$ cat src/rtl/drv_pwr_seq.sv
`default_nettype none
// ============================================================================
//  Module      : drv_pwr_seq
//  Description : Staggered power-on sequencer for the drive bays. Enables one
//                bay at a time, waits for its power-good, then idles before
//                the next. Flags timeouts and power-good loss, and tracks
//                hot-plug insert/remove.
//  Revision    : 1.0 - initial release
// ============================================================================
module drv_pwr_seq #(
    parameter int unsigned NUM_DRV           = 24,
    parameter int unsigned STAGGER_CYC       = 2500000,
    parameter int unsigned PWROK_TIMEOUT_CYC = 12500000,
    parameter int unsigned TMR_W             = 24
) (
    input  logic               SYSCLK,
    input  logic               RESET,
    input  logic               PWR_REQ,
    input  logic [NUM_DRV-1:0] DRV_PRSNT,
    input  logic [NUM_DRV-1:0] DRV_PWROK,
    output logic [NUM_DRV-1:0] DRV_PWREN,
    output logic [NUM_DRV-1:0] DRV_FAULT,
    output logic               SEQ_BUSY,
    output logic               SEQ_DONE,
    output logic [4:0]         CUR_IDX
);

    // ------------------------------------------------------------------------
    // Elaboration checks
    // ------------------------------------------------------------------------
    if ((NUM_DRV < 1) || (NUM_DRV > 32)) begin : g_chk_num_drv
        $error("drv_pwr_seq: NUM_DRV must be in 1..32");
    end
    if ((STAGGER_CYC < 1) || (PWROK_TIMEOUT_CYC < 1)) begin : g_chk_cycles
        $error("drv_pwr_seq: STAGGER_CYC and PWROK_TIMEOUT_CYC must be >= 1");
    end
    if ((TMR_W < 1) || (TMR_W > 31)) begin : g_chk_tmr_w
        $error("drv_pwr_seq: TMR_W must be in 1..31");
    end
    else if (((STAGGER_CYC - 1) >= (32'd1 << TMR_W)) ||
             ((PWROK_TIMEOUT_CYC - 1) >= (32'd1 << TMR_W))) begin : g_chk_tmr_range
        $error("drv_pwr_seq: TMR_W too narrow for the configured cycle counts");
    end

    localparam logic [TMR_W-1:0] c_gap_last     = TMR_W'(STAGGER_CYC - 1);
    localparam logic [TMR_W-1:0] c_timeout_last = TMR_W'(PWROK_TIMEOUT_CYC - 1);
    localparam logic [TMR_W-1:0] c_tmr_one      = TMR_W'(1);

    typedef enum logic [1:0] {
        S_IDLE    = 2'd0,
        S_SCAN    = 2'd1,
        S_WAIT_OK = 2'd2,
        S_GAP     = 2'd3
    } state_t;

    state_t             r_state;
    state_t             w_state_nxt;
    logic [TMR_W-1:0]   r_timer;
    logic [TMR_W-1:0]   w_timer_nxt;
    logic [NUM_DRV-1:0] r_pwren;
    logic [NUM_DRV-1:0] w_pwren_nxt;
    logic [NUM_DRV-1:0] r_fault;
    logic [NUM_DRV-1:0] w_fault_nxt;
    logic [4:0]         r_cur_idx;
    logic [4:0]         w_cur_nxt;

    logic [NUM_DRV-1:0] w_elig;
    logic               w_any_elig;
    logic [4:0]         w_sel;
    logic [NUM_DRV-1:0] w_pgloss;

    // Fixed-priority pick of the lowest eligible bay
    always_comb begin
        w_elig     = DRV_PRSNT & ~r_pwren & ~r_fault;
        w_any_elig = |w_elig;
        w_sel      = '0;
        for (int i = int'(NUM_DRV) - 1; i >= 0; i--) begin
            if (w_elig[i]) begin
                w_sel = 5'(i);
            end
        end
    end

    // The bay under sequencing is still ramping, so it is exempt from loss checks
    always_comb begin
        w_pgloss = r_pwren & ~DRV_PWROK & DRV_PRSNT;
        if (r_state == S_WAIT_OK) begin
            w_pgloss[r_cur_idx] = 1'b0;
        end
    end

    always_comb begin
        w_state_nxt = r_state;
        w_timer_nxt = r_timer;
        w_cur_nxt   = r_cur_idx;
        // Removal clears enable and fault; power-good loss trips the fault
        w_pwren_nxt = r_pwren & DRV_PRSNT & ~w_pgloss;
        w_fault_nxt = (r_fault | w_pgloss) & DRV_PRSNT;

        case (r_state)
            S_IDLE: begin
                w_timer_nxt = '0;
                if (PWR_REQ) begin
                    w_state_nxt = S_SCAN;
                end
            end
            S_SCAN: begin
                w_timer_nxt = '0;
                if (w_any_elig) begin
                    w_pwren_nxt[w_sel] = 1'b1;
                    w_cur_nxt          = w_sel;
                    w_state_nxt        = S_WAIT_OK;
                end
            end
            S_WAIT_OK: begin
                if (!DRV_PRSNT[r_cur_idx] || DRV_PWROK[r_cur_idx]) begin
                    w_timer_nxt = '0;
                    w_state_nxt = S_GAP;
                end
                else if (r_timer == c_timeout_last) begin
                    w_fault_nxt[r_cur_idx] = 1'b1;
                    w_pwren_nxt[r_cur_idx] = 1'b0;
                    w_timer_nxt            = '0;
                    w_state_nxt            = S_GAP;
                end
                else begin
                    w_timer_nxt = r_timer + c_tmr_one;
                end
            end
            S_GAP: begin
                if (r_timer == c_gap_last) begin
                    w_timer_nxt = '0;
                    w_state_nxt = S_SCAN;
                end
                else begin
                    w_timer_nxt = r_timer + c_tmr_one;
                end
            end
            default: begin
                w_timer_nxt = '0;
                w_state_nxt = S_IDLE;
            end
        endcase

        // Dropping the request overrides sequencing; faults are kept
        if (!PWR_REQ) begin
            w_state_nxt = S_IDLE;
            w_timer_nxt = '0;
            w_pwren_nxt = '0;
            w_fault_nxt = r_fault & DRV_PRSNT;
        end
    end

    always_ff @(posedge SYSCLK or posedge RESET) begin
        if (RESET) begin
            r_state   <= S_IDLE;
            r_timer   <= '0;
            r_pwren   <= '0;
            r_fault   <= '0;
            r_cur_idx <= '0;
        end
        else begin
            r_state   <= w_state_nxt;
            r_timer   <= w_timer_nxt;
            r_pwren   <= w_pwren_nxt;
            r_fault   <= w_fault_nxt;
            r_cur_idx <= w_cur_nxt;
        end
    end

    assign DRV_PWREN = r_pwren;
    assign DRV_FAULT = r_fault;
    assign CUR_IDX   = r_cur_idx;
    assign SEQ_BUSY  = (r_state == S_WAIT_OK) || (r_state == S_GAP);
    assign SEQ_DONE  = (r_state == S_SCAN) && PWR_REQ && !w_any_elig;

endmodule
`default_nettype wire
$ cat config.mk
export PLATFORM = sky130hd
export DESIGN_NAME = drv_pwr_seq
export DESIGN_NICKNAME = d
export VERILOG_FILES = /design/src/rtl/drv_pwr_seq.sv
export SDC_FILE = /design/constraint.sdc
export NUM_CORES = 1
export LEC_CHECK = 0
export BUFFER_PORTS_ARGS = -buffer_cell sky130_fd_sc_hd__buf_2
export CAP_MARGIN = 20
export CORE_MARGIN = 1
export CORE_UTILIZATION = 45
export CTS_CLUSTER_SIZE = 40
export DETAILED_ROUTE_END_ITERATION = 8
export GPL_ROUTABILITY_DRIVEN = 1
export PLACE_DENSITY = 0.72
export SETUP_SLACK_MARGIN = 0.15
export SYNTH_ARGS = -nofsm -noshare
export SYNTH_HDL_FRONTEND = slang
export SYNTH_SLANG_ARGS = --single-unit
$ cat constraint.sdc
create_clock -name SYSCLK -period 2.5 [get_ports SYSCLK]
set_input_delay 0.25 -clock SYSCLK [delete_from_list [all_inputs] [get_ports SYSCLK]]
set_output_delay 0.25 -clock SYSCLK [all_outputs]
set_load 0.05 [all_outputs]
==> flow_metrics.env, run 1 <==
export IMPL_status="finished, violations left"
export IMPL_violations="DRC, setup timing"
export IMPL_antenna_found_initial=0
export IMPL_cts_buffer_depth=2
export IMPL_vias=6392
export IMPL_worst_pin_slew_ns=0.703
export IMPL_dp_hpwl_um=17200
export IMPL_vdd_drop_max_mv=0.622
export IMPL_route_detailed_drc=1
export IMPL_root_buffer="clkbuf_16"
export IMPL_synth_nets=703
export IMPL_min_period_ns=2.69
export IMPL_gp_congestion=1.06
export IMPL_critPathSlowestCell="mux4_2"
export IMPL_async_flop_share_pct=100
export IMPL_finalInstanceArea_um2=8090
export IMPL_n_fill_cell=940
export IMPL_synth_seq_area_share_pct=36.2
export IMPL_row_count=39
export IMPL_io_buffers=105
export IMPL_synthFlopType="dfrtp_1"
export IMPL_endpoint="r_timer[11]"
export IMPL_drtAntennaViolNets=0
export IMPL_r2r_end="r_timer[11]"
export IMPL_first_iter_violations=616
export IMPL_syn_area_um2=5470
export IMPL_swShare_pct=41.3
export IMPL_max_stage_delay_ns=0.58
export IMPL_worstSkewPairLatency_ns=0.35
export IMPL_syn_inst=648
export IMPL_rsz0062_at_grt="yes"
export IMPL_io_pins=106
export IMPL_drtPass1Iterations=7
export IMPL_viasPerCell=6.24
export IMPL_worstReg2RegStart="CUR_IDX[0]"
export IMPL_critPathTopFamily="compound AO/OA/AOI/OAI gates"
export IMPL_finalPower_mw=5.46
export IMPL_synth_edf_count=0
export IMPL_cap_violations=0
export IMPL_setup_viol=70
export IMPL_timing_final_crit_share_pct=108
export IMPL_fin_nets=932
export IMPL_clock_skew_ns=0.00726
export IMPL_fin_ws_ns=-0.191
export IMPL_fmax_mhz=372
export IMPL_critical_path_class="flip-flop to flip-flop"
export IMPL_p_seq_share_pct=27.4
export IMPL_fin_hold_ws_ns=0.149
export IMPL_yosys_warnings=0
export IMPL_cts_sinks=79
export IMPL_synth_top_area_share_pct=36.2
export IMPL_power_leakage_nw=3.71
export IMPL_yosysTopAreaCell="dfrtp_1"
export IMPL_p_clk_share_pct=25.1
export IMPL_place_area_um2=7130
export IMPL_final_max_slew_viol_count=0
export IMPL_combPwrFrac_pct=47.5
export IMPL_area_growth_pct=47.9
export IMPL_critPathMaxFanout=11
export IMPL_reg2reg_slack_ns=-0.19
export IMPL_die_area_um2=12600
export IMPL_initial_core_util_pct=47.1
export IMPL_gr_usage_all_layers_pct=37.2
export IMPL_crit_chain="mux4_2 -> a22o_1 -> a221oi_2 -> buf_4 -> and4b_1 -> a22o_4 -> nand2_4 -> clkbuf_16 -> nor2_1"
export IMPL_layout_drive_gt1_share_pct=48.4
export IMPL_clkSlewWorstSetupHoldPaths_ns=0.06
export IMPL_yosysUniqueCellTypes=73
export IMPL_critical_path_buf_inv_count=2
export IMPL_cts_tree="built"
export IMPL_crit_cells=9
export IMPL_coreArea_um2=11600
export IMPL_report_final_hold_viol_count=0
export IMPL_worstSetupStartpoint="CUR_IDX[0]"
export IMPL_p_sw_mw=2.25
export IMPL_cts_buffers=9
export IMPL_htree_num_levels=3
export IMPL_grt_max_degree=37
export IMPL_worstPathRequired_ns=2.77
export IMPL_synth_area_per_cell_um2=8.43
export IMPL_first_global_vias=6465
export IMPL_slew_headroom_pct=53.2
export IMPL_fin_util_pct=69.6
export IMPL_synthTopCellsByArea="dfrtp_1 (36%), nand2_1 (5.9%), nor2_1 (5.2%)"
export IMPL_die_w_um=112
export IMPL_grt_pass1_wl_um=35000
export IMPL_antenna_cells=0
export IMPL_overflow=0
export IMPL_synth_seq_cells=79
export IMPL_worst_r2r_path_depth=9
export IMPL_powerDensity_nw_per_um2=676
export IMPL_pre_cts_ws_ns=-0.231
export IMPL_cp_start_kind="flip-flop"
export IMPL_cellInternalPower_mw=3.21
export IMPL_min_path_type="input pin to flip-flop"
export IMPL_wire_per_inst_um=22.5
export IMPL_end_kind="flip-flop"
export IMPL_routed_wl_um=23100
export IMPL_synth_common_cells="nand2_1 (86), dfrtp_1 (79), nor2_1 (75)"
export IMPL_die_h_um=112
export IMPL_yosysMostFrequentCell="nand2_1"
export IMPL_cp_data_arrival_time_ns=2.96
## final cells by class
| cell class | count | area [µm²] | share of cell area (%) |
|---|---|---|---|
| clock buffers | 13 | 260 | 3.22 |
| clock inverters | 3 | 42.5 | 0.526 |
| inverters | 9 | 35.0 | 0.433 |
| multi-input cells | 533 | 3790 | 46.8 |
| flip-flops and latches | 79 | 2020 | 25.0 |
| well taps | 143 | 179 | 2.21 |
| repair buffers | 245 | 1760 | 21.8 |
## tightest hold or removal path: stages
cell and delay [ns]:
buf_2 0.10, nand2_1 0.06, o21ai_2 0.05
## power by group through the flow
stage	combinational (mW)	sequential [mW]	clock (mW)
final	2.59	1.50	1.37
after global routing	2.70	1.50	1.43
after CTS	2.46	1.49	1.38
after detailed placement	2.25	1.51	0
after global placement	2.24	1.50	0
after floorplan	1.18	1.56	0
## routing by layer
metal,track usage [%],share of wire [%],vias to the layer above
li1,-,-,2837
met1,44.9,39,3099
met2,59.9,47,350
met3,8.75,7.5,106
met4,24.3,6.4,0
met5,0,0,-
## timing repair
item                                   CTS  global route
endpoints found under the hold margin   16             0
setup buffers                           10             0
pin swaps                               39            17
cloned                                   0             2
resized for setup                      121            37
setup endpoints to repair               78            79
hold buffers                             1             0
## cell usage in the layout (no fill, tap or decap), types with 24 or more instances in the layout
master   netlist  final
nor2_1        75     63
dfrtp_1       79     43
nand2_1       86     74
o21ai_0       53     24
buf_2          3    104
nand3_1       32     25
a21oi_1       27     25
dfrtp_2        0     36
buf_4          3    111
o21ai_2        0     26
## cells by family after synthesis
| kind of cell | Yosys count | synth area share (%) |
|---|---|---|
| buffers and inverters | 36 | 2.88 |
| xor gates and xnor gates | 22 | 3.53 |
| muxes | 16 | 5.75 |
| AOI/OAI and AO/OA | 148 | 16.9 |
| and+or+nand+nor | 343 | 33.9 |
| DFF | 79 | 36.2 |
| adders and majority gates | 4 | 0.916 |
## sequential cells by signal, summed over array words and instances (netlist names)
signal,flops
DRV_FAULT,24
DRV_PWREN,24
r_timer,24
CUR_IDX,5
r_state,2
## worst min-delay path by stage
| stage | start | to | slack (ns) | cells after the start |
|---|---|---|---|---|
| 5_1_grt | DRV_PRSNT[14] | DRV_FAULT[14] | 0.18 | 3 |
| 4_1_cts | DRV_PRSNT[14] | DRV_FAULT[14] | 0.14 | 3 |
| 6_report | DRV_PRSNT[14] | DRV_FAULT[14] | 0.15 | 3 |
| 3_5_place_dp | RESET | DRV_FAULT[23] | 0.37 | 2 |
| 3_3_place_gp | RESET | DRV_FAULT[23] | 0.35 | 2 |
| 2_1_floorplan | DRV_PRSNT[17] | DRV_FAULT[17] | 0.37 | 2 |
## per-stage QoR
stage	TNS (ns)	instances
5_1_grt	-9.02	1025
3_5_place_dp	-4.84	996
2_1_floorplan	0	648
6_report	-7.25	1025
4_1_cts	-2.89	1023
3_3_place_gp	-2.90	996
Note: power is estimated with default switching activity, not from simulation.
==> run 2, diff against run 1 <==
PLACE_DENSITY = 0.78   (was 0.72)
==> flow_metrics.env, run 2 (same netlist as run 1, synthesis figures left out) <==
export IMPL_layout_common_cells="buf_2 (104), buf_4 (94), nand2_1 (81)"
export IMPL_layout_drive_gt1_share_pct=48.1
export IMPL_wire_per_inst_um=23.4
export IMPL_pre_cts_ws_ns=-0.200
export IMPL_fin_util_pct=70.1
export IMPL_drtPass1Iterations=8
export IMPL_clock_skew_ns=0.00757
export IMPL_grt_pass1_wl_um=35900
export IMPL_cts_buffers=9
export IMPL_cts_sinks=79
export IMPL_worstPathRequired_ns=2.73
export IMPL_overflow=0
export IMPL_critPathMaxFanout=5
export IMPL_n_fill_cell=841
export IMPL_placed_cells=967
export IMPL_io_buffers=105
export IMPL_routed_wl_um=23600
export IMPL_drtAntennaViolNets=0
export IMPL_end_kind="flip-flop"
export IMPL_setup_tns_ns=-7.38
export IMPL_reg2reg_slack_ns=-0.17
export IMPL_viasPerCell=6.64
export IMPL_vdd_drop_max_mv=0.515
export IMPL_clkSlewWorstSetupHoldPaths_ns=0.06
export IMPL_worstSkewPairLatency_ns=0.36
export IMPL_setup_viol=73
export IMPL_cp_start_kind="flip-flop"
export IMPL_layout_commonest_cell="buf_2"
export IMPL_fmax_mhz=374
export IMPL_dp_hpwl_um=16400
export IMPL_antenna_found_initial=0
export IMPL_htree_num_levels=3
export IMPL_timing_final_crit_share_pct=107
export IMPL_area_growth_pct=49.0
export IMPL_cts_hold_buffers=0
export IMPL_cp_data_arrival_time_ns=2.91
export IMPL_io_pins=106
export IMPL_antenna_cells=0
export IMPL_gr_usage_all_layers_pct=37.8
export IMPL_finalPower_mw=5.65
export IMPL_status="finished, violations left"
export IMPL_worst_pin_slew_ns=0.940
export IMPL_power_leakage_nw=3.61
export IMPL_cap_violations=0
export IMPL_coreArea_um2=11600
export IMPL_violations="DRC, setup timing"
export IMPL_gp_congestion=1.11
export IMPL_fin_ws_ns=-0.173
export IMPL_cts_buffer_depth=2
export IMPL_fin_cells=1008
export IMPL_row_count=39
export IMPL_fin_nets=915
export IMPL_die_w_um=112
export IMPL_die_area_um2=12600
export IMPL_min_path_type="input pin to asynchronous set/reset pin"
export IMPL_slew_headroom_pct=37.4
export IMPL_first_iter_violations=656
export IMPL_rsz0062_at_grt="yes"
export IMPL_route_detailed_drc=1
export IMPL_vias=6693
export IMPL_report_final_hold_viol_count=0
export IMPL_min_period_ns=2.67
export IMPL_die_h_um=112
export IMPL_final_max_slew_viol_count=0
export IMPL_root_buffer="clkbuf_16"
export IMPL_initial_core_util_pct=47.1
export IMPL_first_global_vias=6655
export IMPL_cts_tree="built"
export IMPL_grt_max_degree=52
export IMPL_powerDensity_nw_per_um2=693
export IMPL_critical_path_class="flip-flop to flip-flop"
-- run 2: final cells by class --
cell class                 instances  area [µm²]  share of cell area, %
multi-input combinational        533        3940                   48.3
sequential                        79        2020                   24.8
timing repair buffer             228        1650                   20.2
clock buffer                      11         243                   2.98
tap                              143         179                   2.20
clock inverter                     5        81.3                  0.998
inverter                           9        35.0                  0.430
-- run 2: timing repair --
action / 4_1_cts / 5_1_grt
resized for setup: 162 / 33
gates cloned: 3 / 0
endpoints found under the setup margin: 78 / 78
pin swaps: 40 / 23
setup buffers: 18 / 4
hold endpoints to repair: 0 / 0
-- run 2: layer usage --
metal / vias up / share of wire [%] / global-route usage (%)
li1: 2805 / - / -
met1: 3191 / 35 / 43.7
met2: 543 / 47 / 61.8
met3: 154 / 10 / 9.07
met4: 0 / 7.4 / 26.9
met5: - / 0 / 0
-- run 2: metrics by stage --
step | instance area (µm²) | hold WS (ns)
after floorplan | 5570 | 0.367
after global placement | 6880 | 0.464
after detailed placement | 6880 | 0.473
after CTS | 7970 | 0.0994
after global routing | 8150 | 0.145
final | 8150 | 0.0714
-- run 2: worst paths after layout --
check,start,to,cells past startpoint
setup reg to reg,CUR_IDX[0],DRV_PWREN[13],10
hold / removal,RESET,DRV_FAULT[20],2
setup / recovery,CUR_IDX[0],DRV_PWREN[13],10
hold reg to reg,DRV_FAULT[8],DRV_FAULT[8],1
min in group SYSCLK,DRV_PRSNT[11],DRV_FAULT[11],3
max in group asynchronous,RESET,r_timer[8],3
-- run 2: worst max-delay path, cell delays in order (launching register included) --
cell and delay [ns]:
dfrtp_2 0.45, buf_12 0.14, buf_6 0.09, mux4_2 0.48
a22o_1 0.23, a221oi_2 0.25, buf_4 0.18, buf_6 0.09
nand4_1 0.29, o21ai_1 0.26, o21ai_1 0.10
-- run 2: power by group --
group          total (mW)  leakage (nW)  internal, mW  switching (mW)
Combinational        2.69          2.42          1.06            1.63
Sequential           1.50          1.04          1.34           0.159
Clock                1.46         0.156         0.902           0.556
Total                5.65          3.61          3.30            2.35
==> run 3, diff against run 2 <==
SETUP_SLACK_MARGIN = 0.1   (was 0.15)
==> flow_metrics.env, run 3 (same netlist as run 1, synthesis figures left out) <==
export IMPL_layout_commonest_cell="buf_4"
export IMPL_io_buffers=105
export IMPL_first_iter_violations=701
export IMPL_cp_data_arrival_time_ns=2.91
export IMPL_worstSkewPairLatency_ns=0.36
export IMPL_routed_wl_um=23400
export IMPL_critical_path_class="flip-flop to flip-flop"
export IMPL_clkSlewWorstSetupHoldPaths_ns=0.06
export IMPL_row_count=39
export IMPL_cts_sinks=79
export IMPL_worstPathRequired_ns=2.78
export IMPL_vdd_drop_max_mv=0.428
export IMPL_fin_cells=1026
export IMPL_status="finished, violations left"
export IMPL_pre_cts_ws_ns=-0.307
export IMPL_powerDensity_nw_per_um2=697
export IMPL_critPathTopFamily="compound AO/OA/AOI/OAI gates"
export IMPL_first_global_vias=6683
export IMPL_swShare_pct=41.5
export IMPL_fmax_mhz=380
export IMPL_vias=6677
export IMPL_coreArea_um2=11600
export IMPL_power_leakage_nw=3.76
export IMPL_p_sw_mw=2.40
export IMPL_end_kind="flip-flop"
export IMPL_min_period_ns=2.63
export IMPL_max_stage_delay_ns=0.56
export IMPL_placed_cells=990
export IMPL_violations="DRC, setup timing"
export IMPL_reg2reg_slack_ns=-0.13
export IMPL_cp_start_kind="flip-flop"
export IMPL_p_seq_share_pct=25.0
export IMPL_cts_tree="built"
export IMPL_n_fill_cell=870
export IMPL_critPathSlowestCell="mux4_2"
export IMPL_area_growth_pct=51.9
export IMPL_viasPerCell=6.51
export IMPL_cap_violations=0
export IMPL_crit_chain="buf_6 -> mux4_2 -> a22o_4 -> a221oi_4 -> o311a_1 -> and3_4 -> nand2_4 -> buf_6 -> o21ai_2"
export IMPL_fin_ws_ns=-0.129
export IMPL_cts_buffer_depth=2
export IMPL_io_pins=106
export IMPL_die_h_um=112
export IMPL_die_area_um2=12600
export IMPL_root_buffer="clkbuf_16"
export IMPL_gp_congestion=1.08
export IMPL_die_w_um=112
export IMPL_overflow=0
export IMPL_min_path_type="input pin to flip-flop"
export IMPL_drtAntennaViolNets=0
export IMPL_route_detailed_drc=2
export IMPL_clock_skew_ns=0.0107
export IMPL_drtPass1Iterations=7
export IMPL_timing_final_crit_share_pct=105
export IMPL_cellInternalPower_mw=3.38
export IMPL_p_clk_share_pct=25.7
export IMPL_combPwrFrac_pct=49.3
export IMPL_layout_drive_gt1_share_pct=49.5
export IMPL_fin_nets=933
export IMPL_htree_num_levels=3
export IMPL_gr_usage_all_layers_pct=38.3
export IMPL_cts_buffers=9
export IMPL_setup_viol=67
export IMPL_report_final_hold_viol_count=0
export IMPL_critical_path_buf_inv_count=2
export IMPL_critPathMaxFanout=5
export IMPL_initial_core_util_pct=47.1
export IMPL_antenna_found_initial=0
export IMPL_worst_pin_slew_ns=0.822
export IMPL_slew_headroom_pct=44.6
export IMPL_fin_hold_ws_ns=0.159
export IMPL_final_max_slew_viol_count=0
export IMPL_cpMostUsedCell="buf_6"
export IMPL_wire_per_inst_um=22.8
export IMPL_rsz0062_at_grt="yes"
export IMPL_dp_hpwl_um=16900
export IMPL_grt_pass1_wl_um=36200
export IMPL_setup_tns_ns=-5.09
export IMPL_layout_common_cells="buf_4 (108), buf_2 (104), nand2_1 (78)"
export IMPL_grt_max_degree=52
export IMPL_antenna_cells=0
## run 3: power groups by stage
stage	Sequential, mW	Clock (mW)	Combinational [mW]
floorplan	1.56	0	1.18
global placement	1.50	0	2.21
detailed placement	1.50	0	2.22
CTS	1.43	1.49	2.67
global route	1.45	1.53	2.98
finish	1.45	1.49	2.86
## run 3: through the flow
stage | total power, mW | area, µm² | util, %
6_report | 5.79 | 8300 | 71.5
5_1_grt | 5.96 | 8300 | 71.5
4_1_cts | 5.59 | 8030 | 69.1
3_5_place_dp | 3.72 | 7060 | 60.8
3_3_place_gp | 3.71 | 7060 | 60.8
2_1_floorplan | 2.74 | 5570 | -
## run 3: worst paths after layout
check                                   start       endpoint  cells past startpoint
min in group asynchronous               RESET  DRV_FAULT[18]                      3
worst max register to register     CUR_IDX[0]  DRV_FAULT[14]                      9
worst min-delay path            DRV_PRSNT[11]  DRV_FAULT[11]                      3
worst max-delay path               CUR_IDX[0]  DRV_FAULT[14]                      9
worst min register to register     r_timer[0]     r_timer[0]                      1
max in group asynchronous               RESET   DRV_PWREN[0]                      4
## run 3: worst min-delay path, stage by stage
cell	delay, ns
buf_2	0.11
nand2_1	0.07
o21ai_2	0.05
## run 3: repair_timing
action                     CTS  global route
setup endpoints to repair   75            78
hold buffers                 1             0
buffers inserted            16             2
cloned                       2             0
pin swaps                   24            13
gates resized for setup    142            49
hold endpoints to repair    28             0
## run 3: per-layer routing
metal,vias up,routed length (µm),GRT usage (%)
li1,2849,-,-
met1,3206,8290,44.2
met2,474,11100,62.9
met3,148,2400,10.5
met4,0,1680,24.8
met5,-,0,0
## run 3: layout make-up
| cell class | count | area (µm²) | area share (%) |
|---|---|---|---|
| timing repair buffer | 246 | 1800 | 21.6 |
| sequential | 79 | 2020 | 24.3 |
| clock inverter | 5 | 80.1 | 0.965 |
| inverter | 9 | 35.0 | 0.422 |
| multi-input combinational | 533 | 3940 | 47.5 |
| tap | 143 | 179 | 2.16 |
| clock buffer | 11 | 253 | 3.04 |
